<file path="src/rtl/bht_update_queue_pkg.sv">
// Shared types and constants for the BHT write-side update queue.
// The entry struct is sized by BHT_K, so instances must keep their k equal to it.
package bht_update_queue_pkg;

    localparam int BHT_K = 10;

    localparam logic [1:0] STRONG_NT = 2'b00;
    localparam logic [1:0] WEAK_NT   = 2'b01;
    localparam logic [1:0] WEAK_T    = 2'b10;
    localparam logic [1:0] STRONG_T  = 2'b11;

    typedef struct packed {
        logic             valid;
        logic [BHT_K-1:0] idx;
        logic [1:0]       dir;
    } bht_entry_t;

endpackage

</file>
<file path="src/rtl/bht_update_queue_if.sv">
// Pipeline-facing bundle of the BHT update queue: M-stage branch inputs,
// the BHT write port, and the fetch-stage forwarding path.
interface bht_update_queue_if #(
    parameter int XLEN  = 64,
    parameter int k     = 10,
    parameter int DEPTH = 4
);
    logic                     StallM;
    logic                     FlushM;
    logic                     BranchM;
    logic [XLEN-1:0]          PCM;
    logic                     PCSrcM;
    logic [1:0]               BPDirM;
    logic                     WrBusy;
    logic [XLEN-1:0]          PCNextF;
    logic                     BHTWrEn;
    logic [k-1:0]             BHTWrIdx;
    logic [1:0]               BHTWrData;
    logic                     FwdHitF;
    logic [1:0]               FwdDirF;
    logic                     StallReqM;
    logic [$clog2(DEPTH):0]   Count;

    modport master (
        output StallM, FlushM, BranchM, PCM, PCSrcM, BPDirM, WrBusy, PCNextF,
        input  BHTWrEn, BHTWrIdx, BHTWrData, FwdHitF, FwdDirF, StallReqM, Count
    );

    modport slave (
        input  StallM, FlushM, BranchM, PCM, PCSrcM, BPDirM, WrBusy, PCNextF,
        output BHTWrEn, BHTWrIdx, BHTWrData, FwdHitF, FwdDirF, StallReqM, Count
    );

endinterface

</file>
<file path="src/rtl/bht_update_queue_satCounter2.sv">
// Two-bit saturating branch counter: one step toward taken or not-taken.
module satCounter2
    import bht_update_queue_pkg::*;
(
    input  logic [1:0] dir_i,
    input  logic       taken_i,
    output logic [1:0] dir_o
);

    always_comb begin
        dir_o = dir_i;
        if (taken_i) begin
            if (dir_i != STRONG_T) dir_o = dir_i + 2'd1;
        end else begin
            if (dir_i != STRONG_NT) dir_o = dir_i - 2'd1;
        end
    end

endmodule

</file>
<file path="src/rtl/bht_update_queue.sv">
// Coalescing queue of pending BHT counter updates; drains into the BHT write
// port when it is free and forwards pending counters to the fetch lookup.
module bht_update_queue
    import bht_update_queue_pkg::*;
#(
    parameter int XLEN  = 64,
    parameter int k     = BHT_K,
    parameter int DEPTH = 4
) (
    input logic              clk,
    input logic              reset,
    bht_update_queue_if.slave bus
);

    localparam int PW = $clog2(DEPTH);
    localparam int CW = PW + 1;

    function automatic logic [k-1:0] bhtHash(input logic [XLEN-1:0] pc);
        return {pc[k+1] ^ pc[1], pc[k:2]};
    endfunction

    bht_entry_t      entries_q [DEPTH];
    bht_entry_t      entries_d [DEPTH];
    logic [PW-1:0]   head_q, head_d;
    logic [PW-1:0]   tail_q, tail_d;
    logic [CW-1:0]   count_q, count_d;

    logic [k-1:0]    idxM, idxF;
    logic            drain, hit, headMatch, update, enq, stallReq;
    logic [PW-1:0]   hitPos;
    logic [1:0]      srcDir, newDir;
    logic            fwdHit;
    logic [1:0]      fwdDir;

    assign idxM  = bhtHash(bus.PCM);
    assign idxF  = bhtHash(bus.PCNextF);
    assign drain = (count_q != '0) && !bus.WrBusy;

    // The head entry leaving this cycle cannot absorb a new update; it only
    // supplies the source state and the update enqueues behind it.
    always_comb begin
        hit    = 1'b0;
        hitPos = '0;
        for (int i = 0; i < DEPTH; i++) begin
            if (entries_q[i].valid && entries_q[i].idx == idxM &&
                !(drain && PW'(i) == head_q)) begin
                hit    = 1'b1;
                hitPos = PW'(i);
            end
        end
    end

    assign headMatch = drain && entries_q[head_q].valid && entries_q[head_q].idx == idxM;

    always_comb begin
        srcDir = bus.BPDirM;
        if (hit)            srcDir = entries_q[hitPos].dir;
        else if (headMatch) srcDir = entries_q[head_q].dir;
    end

    satCounter2 u_satCounter2 (
        .dir_i   (srcDir),
        .taken_i (bus.PCSrcM),
        .dir_o   (newDir)
    );

    assign stallReq = bus.BranchM && (count_q == CW'(DEPTH)) && !hit && !drain;
    assign update   = bus.BranchM && !bus.StallM && !bus.FlushM && !stallReq;
    assign enq      = update && !hit;

    always_comb begin
        fwdHit = 1'b0;
        fwdDir = STRONG_NT;
        for (int i = 0; i < DEPTH; i++) begin
            if (entries_q[i].valid && entries_q[i].idx == idxF) begin
                fwdHit = 1'b1;
                fwdDir = entries_q[i].dir;
            end
        end
    end

    // Invalidate the draining head before the enqueue so a full queue that
    // drains and enqueues together reuses the same slot correctly.
    always_comb begin
        entries_d = entries_q;
        head_d    = head_q;
        tail_d    = tail_q;
        count_d   = count_q + CW'(enq) - CW'(drain);
        if (drain) begin
            entries_d[head_q].valid = 1'b0;
            head_d                  = head_q + 1'b1;
        end
        if (update && hit) begin
            entries_d[hitPos].dir = newDir;
        end
        if (enq) begin
            entries_d[tail_q].valid = 1'b1;
            entries_d[tail_q].idx   = idxM;
            entries_d[tail_q].dir   = newDir;
            tail_d                  = tail_q + 1'b1;
        end
    end

    always_ff @(posedge clk or posedge reset) begin
        if (reset) begin
            for (int i = 0; i < DEPTH; i++) entries_q[i] <= '0;
            head_q  <= '0;
            tail_q  <= '0;
            count_q <= '0;
        end else begin
            entries_q <= entries_d;
            head_q    <= head_d;
            tail_q    <= tail_d;
            count_q   <= count_d;
        end
    end

    assign bus.BHTWrEn   = drain;
    assign bus.BHTWrIdx  = entries_q[head_q].idx;
    assign bus.BHTWrData = entries_q[head_q].dir;
    assign bus.FwdHitF   = fwdHit;
    assign bus.FwdDirF   = fwdDir;
    assign bus.StallReqM = stallReq;
    assign bus.Count     = count_q;

endmodule
</file>
<file path="src/flat_wrapper.sv">
// flat-port wrapper written by rule: the top's interface ports become plain ports
module bht_update_queue_flat import bht_update_queue_pkg::*;
#(
    parameter int XLEN  = 64,
    parameter int k     = BHT_K,
    parameter int DEPTH = 4
)
  (clk, reset, bus_StallM, bus_FlushM, bus_BranchM, bus_PCM, bus_PCSrcM, bus_BPDirM, bus_WrBusy, bus_PCNextF, bus_BHTWrEn, bus_BHTWrIdx, bus_BHTWrData, bus_FwdHitF, bus_FwdDirF, bus_StallReqM, bus_Count);
  bht_update_queue_if #(.XLEN(XLEN), .k(k), .DEPTH(DEPTH)) bus_i ();
  input logic clk;
  input logic reset;
  input wire logic [$bits(bus_i.StallM)-1:0] bus_StallM;
  input wire logic [$bits(bus_i.FlushM)-1:0] bus_FlushM;
  input wire logic [$bits(bus_i.BranchM)-1:0] bus_BranchM;
  input wire logic [$bits(bus_i.PCM)-1:0] bus_PCM;
  input wire logic [$bits(bus_i.PCSrcM)-1:0] bus_PCSrcM;
  input wire logic [$bits(bus_i.BPDirM)-1:0] bus_BPDirM;
  input wire logic [$bits(bus_i.WrBusy)-1:0] bus_WrBusy;
  input wire logic [$bits(bus_i.PCNextF)-1:0] bus_PCNextF;
  output wire logic [$bits(bus_i.BHTWrEn)-1:0] bus_BHTWrEn;
  output wire logic [$bits(bus_i.BHTWrIdx)-1:0] bus_BHTWrIdx;
  output wire logic [$bits(bus_i.BHTWrData)-1:0] bus_BHTWrData;
  output wire logic [$bits(bus_i.FwdHitF)-1:0] bus_FwdHitF;
  output wire logic [$bits(bus_i.FwdDirF)-1:0] bus_FwdDirF;
  output wire logic [$bits(bus_i.StallReqM)-1:0] bus_StallReqM;
  output wire logic [$bits(bus_i.Count)-1:0] bus_Count;
  assign bus_i.StallM = bus_StallM;
  assign bus_i.FlushM = bus_FlushM;
  assign bus_i.BranchM = bus_BranchM;
  assign bus_i.PCM = bus_PCM;
  assign bus_i.PCSrcM = bus_PCSrcM;
  assign bus_i.BPDirM = bus_BPDirM;
  assign bus_i.WrBusy = bus_WrBusy;
  assign bus_i.PCNextF = bus_PCNextF;
  assign bus_BHTWrEn = bus_i.BHTWrEn;
  assign bus_BHTWrIdx = bus_i.BHTWrIdx;
  assign bus_BHTWrData = bus_i.BHTWrData;
  assign bus_FwdHitF = bus_i.FwdHitF;
  assign bus_FwdDirF = bus_i.FwdDirF;
  assign bus_StallReqM = bus_i.StallReqM;
  assign bus_Count = bus_i.Count;
  bht_update_queue #(.XLEN(XLEN), .k(k), .DEPTH(DEPTH)) u_core (.clk(clk), .reset(reset), .bus(bus_i));
endmodule
</file>
<file path="config.mk">
export PLATFORM = sky130hd
export DESIGN_NAME = bht_update_queue_flat
export DESIGN_NICKNAME = d
export VERILOG_FILES = /design/src/rtl/bht_update_queue_pkg.sv /design/src/rtl/bht_update_queue_if.sv /design/src/rtl/bht_update_queue_satCounter2.sv /design/src/rtl/bht_update_queue.sv /design/src/flat_wrapper.sv
export SDC_FILE = /design/constraint.sdc
export NUM_CORES = 1
export LEC_CHECK = 0
export CAP_MARGIN = 20
export CORE_AREA = 4 4 137 126
export DETAILED_ROUTE_END_ITERATION = 10
export DIE_AREA = 0 0 141 130
export DONT_BUFFER_PORTS = 1
export PLACE_DENSITY = 0.51
export SLEW_MARGIN = 15
export SYNTH_ARGS = -nofsm -noshare
export SYNTH_HDL_FRONTEND = slang
export SYNTH_SLANG_ARGS = --single-unit
</file>
<file path="constraint.sdc">
create_clock -name clk -period 6.6 [get_ports clk]
set_clock_uncertainty 0.1 [all_clocks]
set_input_delay 0.66 -clock clk [delete_from_list [all_inputs] [get_ports clk]]
set_output_delay 0.66 -clock clk [all_outputs]
set_load 0.005 [all_outputs]
</file>
==> results of run 1 <==
==> layer usage <==
layer	global-route usage	share of wire	up-vias	wire, um
li1	-	-	1734	-
met1	0.2270	0.47	1779	6788
met2	0.2517	0.44	101	6337
met3	0.05387	0.074	20	1070
met4	0.04330	0.015	0	221
met5	0	0	-	0
==> final timing paths <==
check	from	cells past startpoint	to
setup / recovery	u_core.head_q[0]$_DFFE_PP0P_	11	u_core.entries_q[39]$_DFF_PP0_
hold / removal	bus_PCM[6]	2	u_core.entries_q[6]$_DFFE_PP0P_
setup reg to reg	u_core.head_q[0]$_DFFE_PP0P_	11	u_core.entries_q[39]$_DFF_PP0_
hold reg to reg	u_core.entries_q[31]$_DFFE_PP0P_	2	u_core.entries_q[31]$_DFFE_PP0P_
max in group asynchronous	reset	2	u_core.entries_q[35]$_DFFE_PP0P_
min in group asynchronous	reset	2	u_core.entries_q[17]$_DFFE_PP0P_
==> layout by cell type, fill, tap and decap left out, types with 2 or more instances in the layout <==
master       n
nand4b_1     2
nor2_1       7
ha_1        10
a22oi_1      3
and2_1       5
o21ai_0     15
buf_4        6
a211oi_1     2
mux4_2       3
a32oi_1      6
nand4_1     16
or4_1        3
mux2i_1     19
a31oi_1      2
mux2_2      10
dfrtp_1     59
nor3_1       7
and3_1       2
clkinv_2     3
nand3_1     13
xnor3_1      4
xor2_1      18
o221ai_1     7
nand2_1    115
and2_2       2
inv_1       16
a21oi_1      6
mux4_1       3
clkbuf_16    9
o31ai_1      4
nand2b_1     6
nor4_2       2
o211ai_1     6
xnor2_1     74
nor4_1       6
==> worst max-delay path, delay by kind of cell (launching register included) <==
kind / cells / cell delay [ps]
adders and majority gates: 1 / 280
DFF: 1 / 320
buffers and inverters: 3 / 630
and+or+nand+nor: 4 / 1850
AOI/OAI and AO/OA: 3 / 660
==> metrics by stage <==
step           utilization  setup WS [ps]  area, um^2
6_report            0.3175           2619        5034
5_1_grt             0.3175           2337        5034
4_1_cts             0.3175           2668        5034
3_5_place_dp        0.2996           2718        4751
3_3_place_gp        0.2996           2710        4751
2_1_floorplan            -           3360        4652
==> layout make-up <==
type	count	share of cell area
well taps	207	0.05145
inverters	18	0.01367
clock inverters	3	0.007954
multi-input cells	400	0.5764
flip-flops and latches	59	0.2933
clock buffers	11	0.04822
repair buffers	6	0.008949
==> cell families (layout without fill, tap and decap cells) <==
logic type | count (synthesis) | after routing | synth area share
AO/OA/AOI/OAI | 60 | 60 | 0.09172
flip-flops | 59 | 59 | 0.3174
AND/OR/NAND/NOR | 198 | 198 | 0.2117
adder cells (fa/ha/maj) | 11 | 11 | 0.03120
XOR/XNOR | 96 | 96 | 0.1926
buffers and inverters | 48 | 38 | 0.05890
multiplexers | 35 | 35 | 0.09656
==> registers in the layout, indices dropped and copies added, names as in the netlist <==
signal and count:
u_core.bus.Count 3, u_core.entries_q 52, u_core.head_q 2, u_core.tail_q 2
==> power by group through the flow <==
stage,clock [mW],sequential (mW),combinational [mW]
final,0.463,0.799,1.05
after global routing,0.489,0.828,1.16
after CTS,0.473,0.796,1.05
after detailed placement,0,0.800,1.05
after global placement,0,0.794,1.03
after floorplan,0,0.718,0.842
==> results.md, run 1 <==
- CP Launch Type: register
- Total routed wirelength: 14.42 mm
- Synth area leader: dfrtp_1
- # IOs: 157
- Synth async-reset ratio: 1.000
- Post-Place Cells: 690
- Least-Margin Pin Slew: 958.5 ps
- Ys flop type: dfrtp_1
- H-tree lvl count: 3
- Synthesis-to-layout area growth: 8.203%
- RSZ-0062 raised after global routing: no
- DR pass1 iterations: 4
- Core area: 15,860 um^2
- Antenna cells: 0
- FF+latch area: 1476 um^2
- Minimum clock period after layout: 3981 ps
- Power per Cell Area: 458.4 nW/um^2
- Gr ovfl total: 0
- Number of buffers created by CTS: 9
- Final Hold Fails: 0
- Most common cell in the netlist: nand2_1
- Setup TNS Final: 0 ps
- # setup viols final: 0
- Yosys reg bits: 59
- Clock power frac: 0.201
- Routed vias/inst: 5.162
- Initial DRC count: 285
- Mean Syn Cell Area: 9.175 um^2
- CP max FO: 17
- CTS sink cnt: 59
- Cts repair resizes: 0
- Antenna-violating nets left: 0
- I/O Buffers: 0
- Psw: 982.5 uW
- Final net count: 642
- Fmax: 251.2 MHz
- Cell count after synthesis: 507
- Die area: 18,330 um^2
- RePlAce Congestion: 0.8884
- First-pass GRT wire length: 22.61 mm
- Period utilisation layout: 0.6032
- Worst Hold Margin: 320.4 ps
- DR WL/cell: 20.48 um
- Synthesis Warnings: 0
- Sequential-to-total area share from yosys stat: 0.3174
- Area of the multi-input gates: 2902 um^2
- Post-synth cell types: 61
- Cts hold-fix bufs: 0
- Synth top area cells: dfrtp_1, xnor2_1, nand2_1, mux2i_1, xor2_1
- Kind of end point of the critical path: register
- Hold crit path type: input port to register
- Hpwl dp: 10.89 mm
- Die X: 141 um
- Slowest stage delay, CP: 840 ps
- Post-Syn Nets: 655
- Critical path class: register to register
- Count of pins over their slew limit: 0
- Clk buf depth: 2
- Reg2Reg Setup Slack: 2620 ps
- Status: completed
- Synth top area share: 0.3174
- Sw Share: 0.4258
- Initial core utilization: 0.2934
- Die extent in y: 130 um
- Endpoint required time on the critical path: 6710 ps
- Int Power: 1.325 mW
- Clk slew on worst S/H paths: 50 ps
- Post-CTS Setup Bufs: 0
- Fin cells: 704
- Synthesized area: 4652 um^2
- Arr. time, crit path: 4090 ps
- Worst slew margin: 0.3592
- Clk_lat worst skew: 340 ps
- Sequential Power Share: 0.346
- Synth top cells by count: nand2_1, xnor2_1, dfrtp_1
- CTS tree: built
- Static leakage: 2.103 nW
- DR vias: 3,634
- Root Driver: clkbuf_16
- Share of layout cells above drive strength 1: 0.09256
- Peak supply drop: 0.1784 mV
- CP most frequent cell: nand3_1
- Vias in the first global route: 3,684
- Largest net degree at the start of global routing: 60
- Initial antenna violation count: 0
- EDFF count, synth: 0
- # rows: 44
- DRC: 0
- Max Cap Viol: 0
- GRT Util Overall: 0.1651
- Fillers: 1,673
- Critical Path, Cell by Cell: buf_4, clkinv_2, ha_1, inv_1, o31ai_1, nor4_1, nor4_2, nand3_1, a22oi_1, a32oi_1, nand3_1
- Combinational Power Share: 0.453
- Total power: 2.307 mW
- Slowest-stage cell, CP: nor4_1
(Power assumes the default switching activity.)
==> run 2, diff against run 1 <==
--- a/config.mk
+++ b/config.mk
@@ -5,12 +5,13 @@
 export SDC_FILE = /design/constraint.sdc
 export NUM_CORES = 1
 export LEC_CHECK = 0
+export ABC_AREA = 1
 export CAP_MARGIN = 20
-export CORE_AREA = 4 4 137 126
+export CORE_AREA = 4 4 139 128
 export DETAILED_ROUTE_END_ITERATION = 10
-export DIE_AREA = 0 0 141 130
+export DIE_AREA = 0 0 143 132
 export DONT_BUFFER_PORTS = 1
-export PLACE_DENSITY = 0.51
+export PLACE_DENSITY = 0.53
 export SLEW_MARGIN = 15
 export SYNTH_ARGS = -nofsm -noshare
 export SYNTH_HDL_FRONTEND = slang
==> constraint.sdc (replaced) <==
create_clock -name clk -period 3.3 [get_ports clk]
set_clock_uncertainty 0.1 [all_clocks]
set_input_delay 0.33 -clock clk [delete_from_list [all_inputs] [get_ports clk]]
set_output_delay 0.33 -clock clk [all_outputs]
set_load 0.005 [all_outputs]
==> results.md, run 2 <==
- Status: completed
- Max reg flops: 52 (unchanged)
- Period utilisation layout: 0.8043 (+0.2012)
- Final net count: 898 (+40%)
- Clk slew on worst S/H paths: 50 ps (about the same)
- Sequential-to-total area share from yosys stat: 0.3051 (-0.01231)
- Static leakage: 2.760 nW (+31%)
- Largest net degree at the start of global routing: 28 (-53%)
- Arr. time, crit path: 2830 ps (-1260 ps)
- CP Launch Type: register
- Most frequent cells in the layout: nand2_1, inv_1, dfrtp_1
- Setup TNS Final: 0 ps (unchanged)
- Commonest non-fill, non-tap cell in the layout: nand2_1
- R2R depth: 12 (+1)
- RSZ-0062 raised after global routing: no
- Worst R2R Start: u_core.entries_q[47]$_DFFE_PP0P_
- CP max FO: 7 (-10)
- Yosys reg bits: 59 (unchanged)
- Reg2Reg Setup Slack: 650 ps (-1970 ps)
- RePlAce Congestion: 0.9152 (+3.0%)
- Antenna-violating nets left: 0 (unchanged)
- # IOs: 157 (unchanged)
- Post-synth cell types: 41 (-33%)
- DR vias: 4,695 (+29%)
- End of the critical path: u_core.bus.Count[1]$_DFF_PP0_
- Clk buf depth: 2 (unchanged)
- Vias in the first global route: 4,487 (+22%)
- Count of pins over their slew limit: 0 (unchanged)
- Cell count after synthesis: 753 (+49%)
- Hold crit path type: input port to register
- Endpoint required time on the critical path: 3480 ps (-3230 ps)
- Number of buffers created by CTS: 9 (unchanged)
- DR pass1 iterations: 6 (+2)
- Mean Syn Cell Area: 6.427 um^2 (-30%)
- CTS tree: built
- Synth async-reset ratio: 1.000 (unchanged)
- Max Cap Viol: 0 (unchanged)
- Initial antenna violation count: 0 (unchanged)
- Die area: 18,880 um^2 (+3.0%)
- Synth top area cells: dfrtp_1, nand2_1, inv_1, nand3_1, o21ai_1
- Critical path startpoint: u_core.entries_q[47]$_DFFE_PP0P_
- Most common cell in the netlist: nand2_1
- Fmax: 376.8 MHz (+50%)
- Initial DRC count: 312 (+9.5%)
- R2r endpoint: u_core.bus.Count[1]$_DFF_PP0_
- Core area: 16,500 um^2 (+4.0%)
- Antenna cells: 0 (unchanged)
- Power per Cell Area: 908.3 nW/um^2 (+98%)
- Synth area leader: dfrtp_1
- Minimum clock period after layout: 2654 ps (-1327 ps)
- I/O Buffers: 0 (unchanged)
- DRC: 0 (unchanged)
- Die extent in y: 132 um (+1.5%)
- Die X: 143 um (+1.4%)
- Final Hold Fails: 0 (unchanged)
- Routed vias/inst: 4.860 (-5.8%)
- Peak supply drop: 0.3038 mV (+70%)
- Synthesized area: 4840 um^2 (+4.0%)
- Final Util: 0.3185 (+0.0009960)
- Kind of end point of the critical path: register
- Post-Syn Nets: 901 (+38%)
- Cts repair resizes: 0 (unchanged)
- Critical path class: register to register
- # setup viols final: 0 (unchanged)
- H-tree lvl count: 3 (unchanged)
- Synthesis-to-layout area growth: 8.557%
- Gr ovfl total: 0 (unchanged)
- Synth top cells by count: nand2_1, inv_1, dfrtp_1
- First-pass GRT wire length: 25.82 mm (+14%)
- CTS sink cnt: 59 (unchanged)
- # rows: 45 (+2.3%)
- GRT Util Overall: 0.1795 (+0.01438)
- Root Driver: clkbuf_16
- DR WL/cell: 16.87 um (-18%)
- Total routed wirelength: 16.29 mm (+13%)
- Hpwl dp: 12.86 mm (+18%)
- Top reg by flops: u_core.entries_q
- Least-Margin Pin Slew: 425.3 ps (-533.2 ps)
- Synth top area share: 0.3051 (-0.01231)
- Share of layout cells above drive strength 1: 0.07682 (-0.01573)
- Ys flop type: dfrtp_1
- Synthesis Warnings: 0 (unchanged)
- Initial core utilization: 0.2934 (about the same)
- Worst slew margin: 0.7138 (+0.3547)
- Clk_lat worst skew: 340 ps (about the same)
- EDFF count, synth: 0 (unchanged)
==> run 2: cell types whose count changed in the layout (fill, tap and decap cells not counted), moves of 37 or more <==
cell     before  now
nand3_1      13   53
nor2_1        7   45
o21ai_1       0   37
xnor2_1      74   16
nand2_1     115  303
inv_1        16   93
==> run 2: critical path, stage by stage (launching register included) <==
cell     delay, ps
dfrtp_1        430
xnor2_1        340
nand4_1        220
nor2_1         180
nand2_1         90
nor2_1         290
nor2_8         100
nand2_4        100
inv_6           60
ha_1           170
inv_1           60
fa_1           400
inv_1           60
==> run 2: metal layers <==
metal	GRT usage	vias up	wire length (um)
met5	0	-	0
met4	0.04382	0	216
met3	0.05404	15	1280
met2	0.2737	148	7259
met1	0.2490	2162	7537
li1	-	2370	-
==> run 2: through the flow <==
| stage | area [um^2] | setup slack (ps) | instances | total power, mW | hold WS, ps |
|---|---|---|---|---|---|
| 6_report | 5254 | 645.7 | 966 | 4.772 | 77.43 |
| 4_1_cts | 5254 | 665.7 | 966 | 4.773 | 68.10 |
| 5_1_grt | 5254 | 452.8 | 966 | 5.240 | 82.14 |
| 2_1_floorplan | 4840 | 670.0 | 753 | 3.223 | 370.0 |
| 3_3_place_gp | 4989 | 698.6 | 949 | 3.887 | 78.26 |
| 3_5_place_dp | 4989 | 669.6 | 949 | 3.912 | 77.96 |
==> run 2: logic make-up after synthesis <==
logic type / after synthesis / synth area share
simple gates: 445 / 0.3953
compound gates: 84 / 0.1055
flops: 59 / 0.3051
xor+xnor: 24 / 0.04343
fa+ha+maj: 11 / 0.02999
buf+inv: 130 / 0.1207
==> run 2: worst min path at each step <==
stage | startpoint | to | slack (ps) | cells after the start
2_1_floorplan | u_core.entries_q[39]$_DFF_PP0_ | u_core.entries_q[39]$_DFF_PP0_ | 370 | 2
3_3_place_gp | reset | u_core.entries_q[13]$_DFF_PP0_ | 80 | 1
3_5_place_dp | reset | u_core.entries_q[14]$_DFF_PP0_ | 80 | 1
4_1_cts | bus_PCM[10] | u_core.entries_q[23]$_DFFE_PP0P_ | 70 | 2
5_1_grt | bus_PCM[10] | u_core.entries_q[36]$_DFFE_PP0P_ | 80 | 2
6_report | bus_PCM[10] | u_core.entries_q[10]$_DFFE_PP0P_ | 80 | 2
==> run 2: what timing repair did <==
item                                   CTS  global route
setup buffers                            0             0
endpoints found under the hold margin   11             0
hold buffers                             1             0
==> run 2: final cells by class <==
| cell class | count | area, um^2 |
|---|---|---|
| inverter | 107 | 409.1 |
| sequential | 59 | 1476 |
| tap | 211 | 264.0 |
| clock buffer | 13 | 240.2 |
| fill | 1851 | 11240 |
| timing repair buffer | 9 | 70.07 |
| clock inverter | 3 | 15.01 |
| multi-input combinational | 564 | 2779 |
==> run 2: where the power goes <==
group / switching [mW] / internal, mW / leakage [nW]
Sequential: 0.503 / 1.07 / 0.742
Combinational: 1.53 / 0.829 / 1.89
Clock: 0.332 / 0.504 / 0.127
